[src/rtl/rs_pkg.sv]
// Shared types for the reservation station: tag/payload widths, the entry
// record and field offsets inside the opaque control payload.
package rs_pkg;

  localparam int RS_TAG_W = 4;
  localparam int RS_PAY_W = 82;

  typedef logic [RS_TAG_W-1:0] tag_t;
  typedef logic [RS_PAY_W-1:0] payload_t;

  // Payload layout as packed by decode; the station never looks inside it.
  localparam int PAY_PCPLUS4_LSB  = 0;
  localparam int PAY_EXTIMM_LSB   = 32;
  localparam int PAY_FLAGS_LSB    = 64;
  localparam int PAY_ALUCTL_LSB   = 70;
  localparam int PAY_WRITEREG_LSB = 74;

  typedef struct packed {
    logic        valid;
    tag_t        tag;
    logic [31:0] src1;
    logic        src1_v;
    logic [31:0] src2;
    logic        src2_v;
    payload_t    payload;
  } rs_entry_t;

endpackage

[src/rtl/rs_station_if.sv]
// Dispatch, result-broadcast, flush and issue signals of one reservation station.
interface rs_station_if
  import rs_pkg::*;
#(
  parameter int DEPTH   = 4,
  parameter int TAG_W   = RS_TAG_W,
  parameter int NUM_CDB = 3,
  parameter int PAY_W   = RS_PAY_W
);
  localparam int OCC_W = $clog2(DEPTH + 1);

  logic                     disp_valid;
  logic                     disp_ready;
  logic [TAG_W-1:0]         disp_tag;
  logic [31:0]              disp_src1;
  logic [31:0]              disp_src2;
  logic                     disp_src1_v;
  logic                     disp_src2_v;
  logic [PAY_W-1:0]         disp_payload;
  logic [NUM_CDB-1:0]       cdb_valid;
  logic [NUM_CDB*TAG_W-1:0] cdb_tag;
  logic [NUM_CDB*32-1:0]    cdb_data;
  logic                     flush;
  logic                     iss_valid;
  logic                     iss_ready;
  logic [TAG_W-1:0]         iss_tag;
  logic [31:0]              iss_op1;
  logic [31:0]              iss_op2;
  logic [PAY_W-1:0]         iss_payload;
  logic [OCC_W-1:0]         occupancy;

  modport master (
    output disp_valid, disp_tag, disp_src1, disp_src2, disp_src1_v, disp_src2_v,
           disp_payload, cdb_valid, cdb_tag, cdb_data, flush, iss_ready,
    input  disp_ready, iss_valid, iss_tag, iss_op1, iss_op2, iss_payload, occupancy
  );

  modport slave (
    input  disp_valid, disp_tag, disp_src1, disp_src2, disp_src1_v, disp_src2_v,
           disp_payload, cdb_valid, cdb_tag, cdb_data, flush, iss_ready,
    output disp_ready, iss_valid, iss_tag, iss_op1, iss_op2, iss_payload, occupancy
  );

endinterface

[src/rtl/rs_age_select.sv]
// Age matrix for the station: older[i][j]=1 means entry i was dispatched before j.
// Grants the single oldest ready entry.
module rs_age_select #(
  parameter int DEPTH = 4
) (
  input  logic             CLK,
  input  logic             reset,
  input  logic [DEPTH-1:0] alloc,
  input  logic             flush,
  input  logic [DEPTH-1:0] ready,
  output logic [DEPTH-1:0] grant,
  output logic             grant_valid
);

  logic [DEPTH-1:0] older [DEPTH];

  // A new entry is younger than everything present; stale rows of free
  // entries are rewritten when those entries are allocated again.
  always_ff @(posedge CLK or posedge reset) begin
    if (reset) begin
      for (int i = 0; i < DEPTH; i++) older[i] <= '0;
    end else if (flush) begin
      for (int i = 0; i < DEPTH; i++) older[i] <= '0;
    end else begin
      for (int i = 0; i < DEPTH; i++) begin
        if (alloc[i]) begin
          older[i] <= '0;
          for (int j = 0; j < DEPTH; j++) begin
            if (j != i) older[j][i] <= 1'b1;
          end
        end
      end
    end
  end

  always_comb begin
    for (int i = 0; i < DEPTH; i++) begin
      grant[i] = ready[i];
      for (int j = 0; j < DEPTH; j++) begin
        if (j != i && ready[j] && !older[i][j]) grant[i] = 1'b0;
      end
    end
  end

  assign grant_valid = |ready;

endmodule

[src/rtl/rs_station.sv]
// Reservation station: CDB wakeup, oldest-ready issue, flush. TAG_W/PAY_W track rs_pkg.
// RS_DISP_SNOOP_EN: compare dispatching pending operands against the same-cycle CDB.
module rs_station
  import rs_pkg::*;
#(
  parameter int DEPTH   = 4,
  parameter int TAG_W   = RS_TAG_W,
  parameter int NUM_CDB = 3,
  parameter int PAY_W   = RS_PAY_W
) (
  input logic         CLK,
  input logic         reset,
  rs_station_if.slave bus
);

  localparam int OCC_W = $clog2(DEPTH + 1);

  rs_entry_t        ent [DEPTH];
  logic [DEPTH-1:0] ready_vec, free_oh, alloc_oh, grant;
  logic             any_ready, found, disp_fire, iss_fire;
  logic [OCC_W-1:0] occ;
  logic [31:0]      d_src1, d_src2;
  logic             d_src1_v, d_src2_v;
  logic [TAG_W-1:0] iss_tag;
  logic [31:0]      iss_op1, iss_op2;
  logic [PAY_W-1:0] iss_payload;

  always_comb begin
    occ     = '0;
    free_oh = '0;
    found   = 1'b0;
    for (int i = 0; i < DEPTH; i++) begin
      ready_vec[i] = ent[i].valid & ent[i].src1_v & ent[i].src2_v;
      occ = occ + OCC_W'(ent[i].valid);
      if (!ent[i].valid && !found) begin
        free_oh[i] = 1'b1;
        found      = 1'b1;
      end
    end
  end

  assign bus.occupancy  = occ;
  assign bus.disp_ready = (occ != OCC_W'(DEPTH));
  assign disp_fire      = bus.disp_valid & bus.disp_ready & ~bus.flush;
  assign alloc_oh       = disp_fire ? free_oh : '0;

`ifdef RS_DISP_SNOOP_EN
  // Descending channel loop so the lowest matching channel is the last write.
  always_comb begin
    d_src1   = bus.disp_src1;
    d_src1_v = bus.disp_src1_v;
    d_src2   = bus.disp_src2;
    d_src2_v = bus.disp_src2_v;
    for (int c = NUM_CDB - 1; c >= 0; c--) begin
      if (bus.cdb_valid[c] && !bus.disp_src1_v &&
          bus.cdb_tag[c*TAG_W +: TAG_W] == bus.disp_src1[TAG_W-1:0]) begin
        d_src1   = bus.cdb_data[c*32 +: 32];
        d_src1_v = 1'b1;
      end
      if (bus.cdb_valid[c] && !bus.disp_src2_v &&
          bus.cdb_tag[c*TAG_W +: TAG_W] == bus.disp_src2[TAG_W-1:0]) begin
        d_src2   = bus.cdb_data[c*32 +: 32];
        d_src2_v = 1'b1;
      end
    end
  end
`else
  assign d_src1   = bus.disp_src1;
  assign d_src1_v = bus.disp_src1_v;
  assign d_src2   = bus.disp_src2;
  assign d_src2_v = bus.disp_src2_v;
`endif

  rs_age_select #(.DEPTH(DEPTH)) u_age (
    .CLK        (CLK),
    .reset      (reset),
    .alloc      (alloc_oh),
    .flush      (bus.flush),
    .ready      (ready_vec),
    .grant      (grant),
    .grant_valid(any_ready)
  );

  assign bus.iss_valid = any_ready & ~bus.flush;
  assign iss_fire      = bus.iss_valid & bus.iss_ready;

  always_comb begin
    iss_tag     = '0;
    iss_op1     = '0;
    iss_op2     = '0;
    iss_payload = '0;
    for (int i = 0; i < DEPTH; i++) begin
      if (grant[i] && bus.iss_valid) begin
        iss_tag     = iss_tag | ent[i].tag;
        iss_op1     = iss_op1 | ent[i].src1;
        iss_op2     = iss_op2 | ent[i].src2;
        iss_payload = iss_payload | ent[i].payload;
      end
    end
  end

  assign bus.iss_tag     = iss_tag;
  assign bus.iss_op1     = iss_op1;
  assign bus.iss_op2     = iss_op2;
  assign bus.iss_payload = iss_payload;

  always_ff @(posedge CLK or posedge reset) begin
    if (reset) begin
      for (int i = 0; i < DEPTH; i++) ent[i] <= '0;
    end else begin
      for (int i = 0; i < DEPTH; i++) begin
        if (bus.flush) begin
          ent[i].valid <= 1'b0;
        end else if (alloc_oh[i]) begin
          ent[i] <= '{valid: 1'b1, tag: bus.disp_tag, src1: d_src1, src1_v: d_src1_v,
                      src2: d_src2, src2_v: d_src2_v, payload: bus.disp_payload};
        end else if (ent[i].valid) begin
          if (iss_fire && grant[i]) begin
            ent[i].valid <= 1'b0;
          end else begin
            for (int c = NUM_CDB - 1; c >= 0; c--) begin
              if (!ent[i].src1_v && bus.cdb_valid[c] &&
                  bus.cdb_tag[c*TAG_W +: TAG_W] == ent[i].src1[TAG_W-1:0]) begin
                ent[i].src1   <= bus.cdb_data[c*32 +: 32];
                ent[i].src1_v <= 1'b1;
              end
              if (!ent[i].src2_v && bus.cdb_valid[c] &&
                  bus.cdb_tag[c*TAG_W +: TAG_W] == ent[i].src2[TAG_W-1:0]) begin
                ent[i].src2   <= bus.cdb_data[c*32 +: 32];
                ent[i].src2_v <= 1'b1;
              end
            end
          end
        end
      end
    end
  end

endmodule

[src/flat_wrapper.sv]
// flat-port wrapper written by rule: the top's interface ports become plain ports
module rs_station_flat import rs_pkg::*;
#(
  parameter int DEPTH   = 4,
  parameter int TAG_W   = RS_TAG_W,
  parameter int NUM_CDB = 3,
  parameter int PAY_W   = RS_PAY_W
)
  (CLK, reset, bus_disp_valid, bus_disp_tag, bus_disp_src1, bus_disp_src2, bus_disp_src1_v, bus_disp_src2_v, bus_disp_payload, bus_cdb_valid, bus_cdb_tag, bus_cdb_data, bus_flush, bus_iss_ready, bus_disp_ready, bus_iss_valid, bus_iss_tag, bus_iss_op1, bus_iss_op2, bus_iss_payload, bus_occupancy);
  rs_station_if #(.DEPTH(DEPTH), .TAG_W(TAG_W), .NUM_CDB(NUM_CDB), .PAY_W(PAY_W)) bus_i ();
  input logic CLK;
  input logic reset;
  input wire logic [$bits(bus_i.disp_valid)-1:0] bus_disp_valid;
  input wire logic [$bits(bus_i.disp_tag)-1:0] bus_disp_tag;
  input wire logic [$bits(bus_i.disp_src1)-1:0] bus_disp_src1;
  input wire logic [$bits(bus_i.disp_src2)-1:0] bus_disp_src2;
  input wire logic [$bits(bus_i.disp_src1_v)-1:0] bus_disp_src1_v;
  input wire logic [$bits(bus_i.disp_src2_v)-1:0] bus_disp_src2_v;
  input wire logic [$bits(bus_i.disp_payload)-1:0] bus_disp_payload;
  input wire logic [$bits(bus_i.cdb_valid)-1:0] bus_cdb_valid;
  input wire logic [$bits(bus_i.cdb_tag)-1:0] bus_cdb_tag;
  input wire logic [$bits(bus_i.cdb_data)-1:0] bus_cdb_data;
  input wire logic [$bits(bus_i.flush)-1:0] bus_flush;
  input wire logic [$bits(bus_i.iss_ready)-1:0] bus_iss_ready;
  output wire logic [$bits(bus_i.disp_ready)-1:0] bus_disp_ready;
  output wire logic [$bits(bus_i.iss_valid)-1:0] bus_iss_valid;
  output wire logic [$bits(bus_i.iss_tag)-1:0] bus_iss_tag;
  output wire logic [$bits(bus_i.iss_op1)-1:0] bus_iss_op1;
  output wire logic [$bits(bus_i.iss_op2)-1:0] bus_iss_op2;
  output wire logic [$bits(bus_i.iss_payload)-1:0] bus_iss_payload;
  output wire logic [$bits(bus_i.occupancy)-1:0] bus_occupancy;
  assign bus_i.disp_valid = bus_disp_valid;
  assign bus_i.disp_tag = bus_disp_tag;
  assign bus_i.disp_src1 = bus_disp_src1;
  assign bus_i.disp_src2 = bus_disp_src2;
  assign bus_i.disp_src1_v = bus_disp_src1_v;
  assign bus_i.disp_src2_v = bus_disp_src2_v;
  assign bus_i.disp_payload = bus_disp_payload;
  assign bus_i.cdb_valid = bus_cdb_valid;
  assign bus_i.cdb_tag = bus_cdb_tag;
  assign bus_i.cdb_data = bus_cdb_data;
  assign bus_i.flush = bus_flush;
  assign bus_i.iss_ready = bus_iss_ready;
  assign bus_disp_ready = bus_i.disp_ready;
  assign bus_iss_valid = bus_i.iss_valid;
  assign bus_iss_tag = bus_i.iss_tag;
  assign bus_iss_op1 = bus_i.iss_op1;
  assign bus_iss_op2 = bus_i.iss_op2;
  assign bus_iss_payload = bus_i.iss_payload;
  assign bus_occupancy = bus_i.occupancy;
  rs_station #(.DEPTH(DEPTH), .TAG_W(TAG_W), .NUM_CDB(NUM_CDB), .PAY_W(PAY_W)) u_core (.CLK(CLK), .reset(reset), .bus(bus_i));
endmodule
[config.mk]
export PLATFORM = sky130hd
export DESIGN_NAME = rs_station_flat
export DESIGN_NICKNAME = d
export VERILOG_FILES = /design/src/rtl/rs_pkg.sv /design/src/rtl/rs_station_if.sv /design/src/rtl/rs_age_select.sv /design/src/rtl/rs_station.sv /design/src/flat_wrapper.sv
export SDC_FILE = /design/constraint.sdc
export NUM_CORES = 2
export LEC_CHECK = 0
export ABC_AREA = 0
export BUFFER_PORTS_ARGS = -buffer_cell sky130_fd_sc_hd__buf_2
export CAP_MARGIN = 20
export CORE_ASPECT_RATIO = 1.4
export CORE_MARGIN = 2
export CORE_UTILIZATION = 45
export DETAILED_ROUTE_END_ITERATION = 6
export RECOVER_POWER = 100
export SYNTH_ARGS = -nofsm -noshare
export SYNTH_HDL_FRONTEND = slang
export SYNTH_SLANG_ARGS = --single-unit
export TNS_END_PERCENT = 100
[constraint.sdc]
create_clock -name CLK -period 19.95 [get_ports CLK]
set_input_delay 0.9975 -clock CLK [delete_from_list [all_inputs] [get_ports CLK]]
set_output_delay 0.9975 -clock CLK [all_outputs]
set_load 0.01 [all_outputs]
# Word-level counts from Yosys, hierarchy flattened
# Index checks and enable logic that the tools add are counted.
# classes
add_sub_neg	3
n_eq_ne	29
mux	101
bitwise_logic	25
n_reduce_logical	127
# op_table
operator	n
$mux 33	24
$mux 66	12
$mux 82	4
$mux 32	8
$or 82x82->82	3
$or 32x32->32	6
$eq 4x4->1	24
$logic_and 1x1->1	71
$mux 1	43
$mux 4	9
$reduce_and 4->1	8
$reduce_bool 4->1	8
$logic_not 1->1	25
$reduce_bool 3->1	6
$mux 16	1
$and 1x1->1	12
$or 4x4->4	3
$ne 2x1->1 const B	4
$reduce_and 2->1	4
$reduce_bool 2->1	4
$add 3x1->3	2
$reduce_or 4->1	1
$ne 3x3->1 const B	1
$add 1x1->2	1
$not 1->1	1
# totals
ff_bits	624
input_bits	268
output_inout_bits	155
elab_cells	325

# Logic depth before layout (Yosys ltp)
# logic_depth
depth_word	14
mapped_depth	14
mapped_depth_nobuf	11

# Modules after synthesis
# From an unflattened synthesis, not the netlist that was laid out.
# hier_totals
hier_cells	4182
area_unflattened_um2	35424.0
# modules_own_cells
mod	n_inst	cells_each	area_each_um2	seq_area_each_um2
rs_station	1	4126	34872.2	15314.7
rs_age_select	1	56	551.8	300.3

# Least setup slack after synthesis
# Ideal clock, no wire load.
# synth_timing
kind	input-to-output
from	input port bus_flush
to	output port bus_iss_payload[29]
arrival_time_ns	2.463
slack_ns	16.489
path_stages	7
n_path_buf	4
cell_sequence	clkbuf_1 > clkbuf_1 > nor2_1 > clkbuf_1 > clkbuf_1 > a22oi_1 > o21ai_1
# synth_via
elab_chain_len	10
elab_cells_between_ends	13
cone_classes	mux (4); bitwise (5); reduce/logical (4)
# synth_lines
item	line	source
from (decl)	flat_wrapper.sv:23	input wire logic [$bits(bus_i.flush)-1:0] bus_flush;
$not 1->1 (no line) (*)	-	
$and 1x1->1 (*)	rs_station.sv:84	assign bus.iss_valid = any_ready & ~bus.flush;
$logic_and 1x1->1	rs_station.sv:93	if (grant[i] && bus.iss_valid) begin
$mux 82	rs_station.sv:93	
$or 82x82->82	rs_station.sv:97	iss_payload = iss_payload | ent[i].payload;
$mux 82	rs_station.sv:93	
$or 82x82->82	rs_station.sv:97	
$mux 82	rs_station.sv:93	
$or 82x82->82	rs_station.sv:97	
$mux 82 (*)	rs_station.sv:93	
to (decl)	flat_wrapper.sv:30	output wire logic [$bits(bus_i.iss_payload)-1:0] bus_iss_payload;
# Every way passes the cells marked *; elsewhere a longest branch is shown, timed or not.

==> run summary <==
The run finished, with violations left. The final reports fail on capacitance limit, slew limit. STA classifies the critical path endpoint as an async pin. The die extent in x came out at 242 um. After detailed routing, the average wire length per cell comes to 27.0 um. The final estimated routing congestion in global placement is 0.899.

The synthesized net count came out at 4637. The cell count of the worst hold path is 2. By area the synthesized netlist is led by dfrtp_1 (44%), nand2_1 (15%), o21ai_0 (5.7%). The arrival time at the worst endpoint came out at 10330 ps. The via count of the first global-routing pass came out at 35397.

The die covers 81800 um2. Summing the sequential cell areas from Yosys gives 43.7% of the chip area. The number of different library cells in the post-synthesis netlist is 62. In this run the most critical hold path is launched from u_core.ent[179]. The area added between synthesis and finish is 13.3%.

The share of Yosys cell area claimed by the top area cell type is 43.7%. The number of synthesized register bits is 624. The share of total power dissipated in sequential elements is 45.1%. The count of filler cells inserted in the layout is 7788. The setup skew after layout came out at 13.6 ps. Along the worst path, the maximum fanout reaches 150. The final worst setup slack is 9460 ps. The final critical path takes up 52.6% of the cycle.

The top cell type by total area after synthesis is dfrtp_1. The initial cell density of the core came out at 45.3%. The global-route wire length before repair is 227 mm. The clock net sink count is 624.

CTS placed an instance of clkbuf_16 at the clock tree root. The worst-case reg-to-reg path depth is 12. The pin count of the biggest net entering global routing is 177.

The via density per instance came out at 6.35. Post-CTS timing repair inserted 0 buffers for setup. The detailed placement HPWL came out at 89.3 mm. The largest individual stage delay along the critical path comes from the cell clkbuf_1.

The flop-to-flop setup slack came out at 10460 ps. The setup total negative slack is 0 ps. The post-route antenna net violation count is 0. For this design the total switching power over the nets is 1280 uW.

The data required time at the worst endpoint came out at 19800 ps. The number of violations of the max-capacitance limit is 34. The total core area came out at 78900 um2. The worst slew margin relative to its limit came out at -231%. The power per standard cell area is 97.3 nW/um2.

The shortest clock period the worst path allows after layout is 10490 ps. Traced cell by cell, the critical path runs through buf_2 > clkinvlp_2 > buf_12 > clkbuf_1 > clkbuf_1. The number of warnings issued by yosys is 0. The critical path in this run is classified as input port to async pin. The vertical die dimension came out at 338 um.

TritonCTS built the clock tree. Input and output buffers added on the ports amount to 422. The cell that appears most often on the critical path is clkbuf_1. The count of hold-fix buffers inserted at cts came out at 0.

The post-layout net count is 4808. The max-slew violation count was 1860. The most used flip-flop cell after synthesis is dfrtp_1. The clock-pin slew on the worst setup and hold paths is 60 ps.

The mean instance size in the synthesized netlist is 8.20 um2. The later-pin clock latency in the skew report is 640 ps. For hold timing, the worst endpoint is u_core.ent[179]. The fraction of synthesis flops using an asynchronous set or reset pin came out at 100%.

Setup violations remaining at the end of the flow were counted as 0. The share of final-layout standard cells stronger than drive strength 1 is 12.0%. The fraction of power spent switching nets is 32.4%. The internal power component came out at 2670 uW. In this run the critical register-to-register path is captured at u_core.ent[62]. The violation count after the first detailed-route iteration came out at 4536. The part of the total power dissipated in combinational logic came out at 21.2%.

The highest ir drop seen on vdd is 0.0707 mV. The worst stage delay on the critical path is 2890 ps. The number of placement rows is 122. In this run, synthesis inferred 0 flip-flops with an integrated enable.

The total DRC errors in the routed layout is 0. The type of the most critical hold path is register to register. The number of endpoints with negative hold slack in the final report came out at 0.

The number of gates resized after CTS came out at 0. The measured slew at the worst slew-check pin is 4930 ps. The H-tree depth is 3. The critical path starts at reset. The worst register-to-register path begins at u_core.ent[458]. STA classifies the critical path startpoint as an input port.

The area of the mapped netlist came out at 35800 um2. The number of antenna violations at the first check in global routing came out at 49. Global routing used 36.5% of the available tracks across all layers. Prior to clock tree synthesis, the placed netlist has a worst setup slack of 15360 ps. The total clock buffers created by CTS came out at 68. The total vias in the final route came out at 36004. The power share of the clock group came out at 33.7%. The aggregate global routing overflow is 0. The highest attainable clock frequency is 0.0954 GHz. Summed over all layers, the routed wires come to 153 mm. The gate count after technology mapping came out at 4365.

The post-layout utilization of the core is 51.3%. Setup repair after global routing left no endpoint under its margin. The worst-case clock buffer depth came out at 3. Summed over all cells, the static leakage comes to 0.0192 uW. The boundary pin count is 423. The detailed-routing iteration count for the pre-antenna-repair pass is 7.
## layer usage
layer | GRT usage [%] | routed length (um) | up-vias
li1 | - | - | 15657
met1 | 45.2 | 58000 | 17387
met5 | 0 | 274 | -
met2 | 57.1 | 69200 | 2273
met4 | 22.7 | 9620 | 48
met3 | 9.43 | 15900 | 639
## layout make-up
cell class                      count  area (um2)  area share (%)
Antenna cell                       32        80.1           0.198
Clock inverter                     22         246           0.608
Tap cell                         1054        1320            3.25
Clock buffer                       98        2050            5.05
Multi-Input combinational cell   3240       18300            45.1
Inverter                          100         377           0.929
Sequential cell                   624       15600            38.5
Timing Repair Buffer              502        2550            6.29
## cell usage after synthesis, types with 42 or more instances
library cell	instances
o22a_1	66
a22oi_1	153
nor3_1	51
o22ai_1	68
dfrtp_1	624
a31oi_1	97
a222oi_1	81
a211oi_1	131
buf_2	42
clkbuf_1	332
mux2_1	97
o21ai_0	404
nor2_1	50
o21ai_1	100
mux2i_1	96
a21oi_1	70
inv_1	96
nand2_1	1474
## logic make-up after synthesis
kind of cell,count (synthesis),synth area share [%]
AOI/OAI and AO/OA,1262,23.2
adders and majority gates,4,0.161
buffers and inverters,501,5.65
and+or+nand+nor,1681,18.7
DFF,624,43.7
xor gates and xnor gates,69,1.69
muxes,224,7.02
## worst max-delay path, delay by kind of cell
kind | cells | cell delay, ps
buffers and inverters | 5 | 8840
## metrics by stage
stage	total power [uW]	hold WS [ps]	area, um2	cells
2_1_floorplan	2300	438	35800	4365
3_3_place_gp	2580	457	38400	5517
3_5_place_dp	2600	461	38400	5519
4_1_cts	3930	477	40700	5639
5_1_grt	4120	491	40500	5662
6_report	3940	473	40500	5672
## sequential cells by signal, summed over array words and instances, names as in the netlist
signal	count
u_core.u_age.older	12
u_core.ent	612
## power by group through the flow
stage	Clock (uW)	Combinational [uW]	Sequential (uW)
after floorplan	0	586	1710
after global placement	0	797	1780
after detailed placement	0	815	1790
after CTS	1350	818	1770
after global routing	1390	915	1810
final	1330	834	1780
## layout by cell type (no fill, tap or decap), types with 6 or more instances in the layout
cell / count
buf_2: 325
o22a_1: 66
nand2b_1: 9
nand3_1: 8
nor3_1: 49
o211a_1: 33
diode_2: 32
o22ai_1: 68
mux2_1: 97
nand4b_1: 6
a222oi_1: 81
nand2_1: 1474
clkbuf_16: 71
buf_4: 49
nor2_1: 47
xor2_1: 40
clkinv_2: 12
and4_1: 10
dfrtp_1: 624
a31oi_1: 97
a211oi_1: 131
clkbuf_1: 134
xnor2_1: 26
o31ai_1: 32
mux2_4: 29
mux2i_1: 96
o21ai_1: 9
o21ai_0: 494
a21oi_1: 70
and3_1: 36
a22oi_1: 153
nand4_1: 12
inv_1: 95
nor2b_1: 9
clkbuf_8: 17
## worst max path at each step
stage                     endpoint  slack, ps  cells past startpoint
5_1_grt            u_core.ent[524]       7710                      5
3_3_place_gp       u_core.ent[550]      15410                     11
4_1_cts            bus_iss_op2[29]      14790                      6
2_1_floorplan        u_core.ent[0]       1480                      1
3_5_place_dp   bus_iss_payload[62]      15360                      5
6_report           u_core.ent[525]       9460                      5
Note: power is estimated with default switching activity, not from simulation.
